File: src/rtl/bomb_countdown_ctrl_pkg.sv
// bomb_pkg: encodings shared by the countdown controller and bomb_register.
//   NONE/LOAD/INCR/DECR : register ctrl opcodes (2 bits)
//   state_t             : controller state encoding (2 bits)
package bomb_pkg;

  localparam logic [1:0] NONE = 2'd0;
  localparam logic [1:0] LOAD = 2'd1;
  localparam logic [1:0] INCR = 2'd2;
  localparam logic [1:0] DECR = 2'd3;

  typedef enum logic [1:0] {
    IDLE     = 2'd0,
    ARMED    = 2'd1,
    EXPLODED = 2'd2,
    DEFUSED  = 2'd3
  } state_t;

endpackage

File: src/rtl/bomb_countdown_ctrl_if.sv
// Bus between the countdown controller and its parent.
//   tick, btn_*, code_in : one-cycle input pulses / code sampled with btn_disarm
//   cnt_value            : register data_out fed back to the controller
//   cnt_ctrl, cnt_load   : register ctrl / data_in driven by the controller
//   armed, exploded, defused, attempts_left : controller status
// master = parent side (drives inputs), slave = controller side.
interface bomb_countdown_ctrl_if #(
  parameter int WIDTH = 8
);
  logic             tick;
  logic             btn_inc;
  logic             btn_dec;
  logic             btn_arm;
  logic             btn_disarm;
  logic             btn_clear;
  logic [3:0]       code_in;
  logic [WIDTH-1:0] cnt_value;
  logic [1:0]       cnt_ctrl;
  logic [WIDTH-1:0] cnt_load;
  logic             armed;
  logic             exploded;
  logic             defused;
  logic [1:0]       attempts_left;

  modport master (
    output tick, btn_inc, btn_dec, btn_arm, btn_disarm, btn_clear, code_in, cnt_value,
    input  cnt_ctrl, cnt_load, armed, exploded, defused, attempts_left
  );

  modport slave (
    input  tick, btn_inc, btn_dec, btn_arm, btn_disarm, btn_clear, code_in, cnt_value,
    output cnt_ctrl, cnt_load, armed, exploded, defused, attempts_left
  );
endinterface

File: src/rtl/bomb_countdown_ctrl.sv
// Countdown bomb controller: sets time, arms, counts down per tick, handles
// code-entry disarm with a halve-the-time penalty per wrong code.
// Ports:
//   clk          : rising-edge clock
//   async_nreset : asynchronous active-low reset
//   bus          : bomb_countdown_ctrl_if.slave (pulses in, register ctrl out, status)
// State/attempts/flags are registered; cnt_ctrl/cnt_load are combinational
// so the register and this FSM move on the same edge.
module bomb_countdown_ctrl
  import bomb_pkg::*;
#(
  parameter int         WIDTH        = 8,
  parameter int         DEFAULT_TIME = 30,
  parameter int         MAX_TIME     = 99,
  parameter logic [3:0] SECRET_CODE  = 4'hA,
  parameter int         MAX_ATTEMPTS = 3
) (
  input logic                  clk,
  input logic                  async_nreset,
  bomb_countdown_ctrl_if.slave bus
);

  localparam logic [WIDTH-1:0] MAX_T  = WIDTH'(MAX_TIME);
  localparam logic [WIDTH-1:0] DEF_T  = WIDTH'(DEFAULT_TIME);
  localparam logic [1:0]       ATT_MX = 2'(MAX_ATTEMPTS);

  state_t     st_q, st_d;
  logic [1:0] att_q, att_d;

  always_ff @(posedge clk or negedge async_nreset) begin
    if (!async_nreset) begin
      st_q  <= IDLE;
      att_q <= ATT_MX;
    end else begin
      st_q  <= st_d;
      att_q <= att_d;
    end
  end

  always_comb begin
    st_d         = st_q;
    att_d        = att_q;
    bus.cnt_ctrl = NONE;
    bus.cnt_load = '0;
    case (st_q)
      IDLE: begin
        // An arm at zero time is treated as no press, so inc/dec still act.
        if (bus.btn_arm && bus.cnt_value != '0) begin
          st_d  = ARMED;
          att_d = ATT_MX;
        end else if (bus.btn_inc) begin
          if (bus.cnt_value < MAX_T) bus.cnt_ctrl = INCR;
        end else if (bus.btn_dec) begin
          if (bus.cnt_value != '0) bus.cnt_ctrl = DECR;
        end
      end
      ARMED: begin
        // Disarm attempts take the cycle; a coincident tick is dropped.
        if (bus.btn_disarm && bus.code_in == SECRET_CODE) begin
          st_d = DEFUSED;
        end else if (bus.btn_disarm) begin
          if (att_q == 2'd1) begin
            st_d  = EXPLODED;
            att_d = 2'd0;
          end else begin
            att_d        = att_q - 2'd1;
            bus.cnt_ctrl = LOAD;
            bus.cnt_load = bus.cnt_value >> 1;
          end
        end else if (bus.tick) begin
          // The zero second is shown for a full tick before exploding.
          if (bus.cnt_value == '0) st_d = EXPLODED;
          else                     bus.cnt_ctrl = DECR;
        end
      end
      EXPLODED, DEFUSED: begin
        if (bus.btn_clear) begin
          st_d         = IDLE;
          att_d        = ATT_MX;
          bus.cnt_ctrl = LOAD;
          bus.cnt_load = DEF_T;
        end
      end
      default: st_d = IDLE;
    endcase
  end

  assign bus.armed         = (st_q == ARMED);
  assign bus.exploded      = (st_q == EXPLODED);
  assign bus.defused       = (st_q == DEFUSED);
  assign bus.attempts_left = att_q;

endmodule
File: src/flat_wrapper.sv
// flat-port wrapper written by rule: the top's interface ports become plain ports
module bomb_countdown_ctrl_flat import bomb_pkg::*;
#(
  parameter int         WIDTH        = 8,
  parameter int         DEFAULT_TIME = 30,
  parameter int         MAX_TIME     = 99,
  parameter logic [3:0] SECRET_CODE  = 4'hA,
  parameter int         MAX_ATTEMPTS = 3
)
  (clk, async_nreset, bus_tick, bus_btn_inc, bus_btn_dec, bus_btn_arm, bus_btn_disarm, bus_btn_clear, bus_code_in, bus_cnt_value, bus_cnt_ctrl, bus_cnt_load, bus_armed, bus_exploded, bus_defused, bus_attempts_left);
  bomb_countdown_ctrl_if #(.WIDTH(WIDTH)) bus_i ();
  input logic clk;
  input logic async_nreset;
  input wire logic [$bits(bus_i.tick)-1:0] bus_tick;
  input wire logic [$bits(bus_i.btn_inc)-1:0] bus_btn_inc;
  input wire logic [$bits(bus_i.btn_dec)-1:0] bus_btn_dec;
  input wire logic [$bits(bus_i.btn_arm)-1:0] bus_btn_arm;
  input wire logic [$bits(bus_i.btn_disarm)-1:0] bus_btn_disarm;
  input wire logic [$bits(bus_i.btn_clear)-1:0] bus_btn_clear;
  input wire logic [$bits(bus_i.code_in)-1:0] bus_code_in;
  input wire logic [$bits(bus_i.cnt_value)-1:0] bus_cnt_value;
  output wire logic [$bits(bus_i.cnt_ctrl)-1:0] bus_cnt_ctrl;
  output wire logic [$bits(bus_i.cnt_load)-1:0] bus_cnt_load;
  output wire logic [$bits(bus_i.armed)-1:0] bus_armed;
  output wire logic [$bits(bus_i.exploded)-1:0] bus_exploded;
  output wire logic [$bits(bus_i.defused)-1:0] bus_defused;
  output wire logic [$bits(bus_i.attempts_left)-1:0] bus_attempts_left;
  assign bus_i.tick = bus_tick;
  assign bus_i.btn_inc = bus_btn_inc;
  assign bus_i.btn_dec = bus_btn_dec;
  assign bus_i.btn_arm = bus_btn_arm;
  assign bus_i.btn_disarm = bus_btn_disarm;
  assign bus_i.btn_clear = bus_btn_clear;
  assign bus_i.code_in = bus_code_in;
  assign bus_i.cnt_value = bus_cnt_value;
  assign bus_cnt_ctrl = bus_i.cnt_ctrl;
  assign bus_cnt_load = bus_i.cnt_load;
  assign bus_armed = bus_i.armed;
  assign bus_exploded = bus_i.exploded;
  assign bus_defused = bus_i.defused;
  assign bus_attempts_left = bus_i.attempts_left;
  bomb_countdown_ctrl #(.WIDTH(WIDTH), .DEFAULT_TIME(DEFAULT_TIME), .MAX_TIME(MAX_TIME), .SECRET_CODE(SECRET_CODE), .MAX_ATTEMPTS(MAX_ATTEMPTS)) u_core (.clk(clk), .async_nreset(async_nreset), .bus(bus_i));
endmodule
File: config.mk
export PLATFORM = sky130hd
export DESIGN_NAME = bomb_countdown_ctrl_flat
export DESIGN_NICKNAME = d
export VERILOG_FILES = /design/src/rtl/bomb_countdown_ctrl_pkg.sv /design/src/rtl/bomb_countdown_ctrl_if.sv /design/src/rtl/bomb_countdown_ctrl.sv /design/src/flat_wrapper.sv
export SDC_FILE = /design/constraint.sdc
export NUM_CORES = 1
export LEC_CHECK = 0
export CORE_MARGIN = 2
export CORE_UTILIZATION = 33
export CTS_CLUSTER_DIAMETER = 50
export DETAILED_ROUTE_END_ITERATION = 10
export MAX_ROUTING_LAYER = met4
export PLACE_DENSITY_LB_ADDON = 0.12
export SLEW_MARGIN = 10
export SYNTH_ARGS = -nofsm -noshare
export SYNTH_HDL_FRONTEND = slang
export SYNTH_SLANG_ARGS = --single-unit
export TNS_END_PERCENT = 30
File: constraint.sdc
create_clock -name clk -period 1.8 [get_ports clk]
set_input_delay 0.36 -clock clk [delete_from_list [all_inputs] [get_ports clk]]
set_output_delay 0.36 -clock clk [all_outputs]
set_load 0.005 [all_outputs]
==> flow_summary_export.csv <==
group,metric,value,unit
floorplanning,die_w,42.2,um
run_status,violations,"setup timing",
global_route,grt.total_usage,0.243,
setup_path,critPathTopFamily,"flip-flops",
place,dp.cells,132,
cts,cts_sinks,4,
logic_synthesis,netlist_instances,65,
finish,fin_util,0.798,
finish,stdcell_count,144,
logic_synthesis,ys_seq_elements,4,
cts,cts_root_buf,"clkbuf_4",
setup_path,cp_slowest_cell,"dfstp_2",
global_route,overflow,0,
sta,tns,-2750,ps
floorplanning,initial_core_util,0.360,
floorplanning,pin_count,35,
place,gp_congestion,0.945,
drt,avgRoutedWirePerCell,13.9,um
finish,areaGrowthSynthToFinish,122,%
cts,numCtsBuffers,3,
setup_path,critPathRequiredTime,1440,ps
drt,drt_iter0_markers,18,
setup_path,path_cells,"inv_2 > ha_4 > nor2b_4 > and2b_2 > and2_4 > buf_6 > buf_6 > nand2_2 > nand2_1 > buf_2",
finish,drive_gt1_frac,0.457,
power_and_ir_drop,irDropWorstVdd,0.968,mV
setup_path,crit_buf_inv,4,
global_route,grt_antenna_before_repair,0,
drt,remaining_drc_errors,0,
place,place_ws,-659,ps
power_and_ir_drop,seq_power_share,0.160,
drt,drt_wl_total,2000,um
sta,final.period_utilization,1.22,
sta,fin_crit,2200,ps
power_and_ir_drop,p_int,732,uW
cts,clk_latency,250,ps
logic_synthesis,yosys_warnings,0,
logic_synthesis,synth_edf_count,0,
cts,clk_pin_slew,40,ps
cts,cts_tree,"built",
place,port_buffers,33,
flow_run,drv_cap,0,
logic_synthesis,synth_area,480,um2
sta,timing.final.ws_setup,-403,ps
setup_path,crit_type,"reg2out",
setup_path,max_stage_delay,540,ps
logic_synthesis,synthTopCellsByCount,"nand2_1, nor2_1, and3_1",
power_and_ir_drop,power.share.clock,0.102,
global_route,grt_pass1_vias,737,
sta,finalClockSkew,7.40,ps
drt,first_pass_iters,4,
cts,clockBufferDepth,2,
power_and_ir_drop,cellPowerDensity,1110,nW/um2
sta,fmax,454,MHz
floorplanning,core_area,1330,um2
power_and_ir_drop,fin_total_pwr,1.18,mW
power_and_ir_drop,combPwrFrac,0.738,
floorplanning,dieArea,1780,um2
logic_synthesis,async_reset_ff_frac,1.00,
place,hpwl,1380,um
logic_synthesis,ys.flop_type,"dfstp_2",
power_and_ir_drop,p_leak,0.550,nW
logic_synthesis,synthTopCellsByArea,"nand2_1, dfstp_2, dfrtp_1, and3_1, o31ai_4",
logic_synthesis,seq_area_frac_synth,0.214,
global_route,grt_max_degree,7,
sta,setup_viol,9,
setup_path,crit_path_end_kind,"output port",
setup_path,cp_common_cell,"buf_6",
sta,rsz0062_at_grt,"yes",
worst_hold_path,holdCritPathClass,"in2async",
finish,n_antenna_cell,0,
finish,fin_nets,152,
power_and_ir_drop,sw_frac_of_total,0.382,
setup_path,crit_path_start_kind,"flip-flop",
drt,vias,733,
logic_synthesis,synth_top_area_cell,"nand2_1",
logic_synthesis,synth_top_area_frac,0.133,
logic_synthesis,yosysUniqueCellTypes,32,
global_route,grt_pass1_wl,3180,um
floorplanning,rows,13,
sta,drv_slew,0,
logic_synthesis,synth_most_common_cell,"nand2_1",
logic_synthesis,syn-num-nets,86,
drt,ant_nets,0,
run_status,status,"complete, but fails checks",
setup_path,cp.arrival,1840,ps
logic_synthesis,synth.avg_cell_area,7.39,um2
sta,timing.final.hold_violations,0,
setup_path,worst-path-max-fanout,3,
cts,htree_levels,1,
power_and_ir_drop,switchingPower,452,uW
floorplanning,die_h,42.2,um
drt,via_per_inst,5.09,
[worst register-to-register path, cell delays in order, from the launching register on]
cell     delay, ps
dfstp_2        550
ha_4           160
nor2b_4         40
and2b_2        210
buf_6          120
buf_4          130
buf_4          120
o31ai_1        240
[layout make-up]
type	instances	area, um2
inverters	2	10.0
clock buffers	3	22.5
well taps	15	18.8
flip-flops and latches	4	103
repair buffers	62	508
fillers	108	269
multi-input cells	58	403
[metrics by stage]
step / instance area [um2] / hold slack (ps)
3_3_place_gp: 972 / 565
2_1_floorplan: 480 / 64.4
6_report: 1060 / 323
4_1_cts: 1040 / 320
3_5_place_dp: 972 / 585
5_1_grt: 1060 / 335
[kinds of logic (layout without fill, tap and decap cells)]
group | count (synthesis) | count (layout) | synth area share
compound gates | 13 | 13 | 0.227
fa+ha+maj | 1 | 1 | 0.0260
buf+inv | 3 | 67 | 0.0312
flops | 4 | 4 | 0.214
other cells | 1 | 1 | 0.00781
simple gates | 43 | 43 | 0.495
[what timing repair did]
| item | 4_1_cts | 5_1_grt |
|---|---|---|
| setup endpoints to repair | 10 | 9 |
| buffers inserted | 7 | 2 |
| endpoints found under the hold margin | 0 | 0 |
| hold buffers | 0 | 0 |
| cloned | 0 | 0 |
| gates resized for setup | 58 | 3 |
| pin swaps | 9 | 5 |
[final timing paths]
check	slack, ps	start	cells after the start	end
min in group clk	680	u_core.st_q[0]	2	u_core.st_q[0]
max in group asynchronous	1220	async_nreset	1	u_core.bus.attempts_left[0]
worst min register to register	680	u_core.st_q[0]	2	u_core.st_q[0]
worst max register to register	140	u_core.bus.attempts_left[0]	7	u_core.st_q[1]
worst min-delay path	320	async_nreset	1	u_core.st_q[1]
worst max-delay path	-400	u_core.bus.attempts_left[1]	10	bus_cnt_load[1]
[power by group through the flow]
stage | Clock, mW | Combinational [mW] | Sequential, mW
floorplan | 0 | 0.322 | 0.186
global placement | 0 | 0.793 | 0.178
detailed placement | 0 | 0.805 | 0.182
CTS | 0.124 | 0.843 | 0.187
global route | 0.126 | 0.955 | 0.196
finish | 0.121 | 0.874 | 0.189
[placed cells by master, fill, tap and decap left out, types with 2 or more instances in the layout]
cell | synthesis | routed
dlygate4sd2_1 | 0 | 12
nand2_2 | 0 | 2
buf_6 | 0 | 4
dfstp_2 | 2 | 2
clkbuf_4 | 0 | 3
a21oi_1 | 2 | 2
buf_4 | 1 | 25
o21ai_1 | 2 | 2
nand2_1 | 17 | 15
nor3_2 | 1 | 2
and2_1 | 3 | 3
buf_2 | 0 | 8
dfrtp_1 | 2 | 2
clkdlybuf4s50_1 | 0 | 13
nor2_1 | 5 | 4
o31ai_1 | 2 | 2
nor3_1 | 3 | 2
and3_1 | 4 | 4
[sequential cells by signal, summed over array words and instances (netlist names)]
| name | flops |
|---|---|
| u_core.bus.attempts_left | 2 |
| u_core.st_q | 2 |
[per-layer routing]
| metal | GRT usage | up-vias | wire length (um) |
|---|---|---|---|
| li1 | - | 359 | - |
| met1 | 0.264 | 332 | 821 |
| met2 | 0.425 | 37 | 984 |
| met3 | 0.0474 | 5 | 150 |
| met4 | 0.113 | 0 | 41 |
| met5 | - | - | 0 |
No activity file was read; power rests on OpenSTA's default activity.
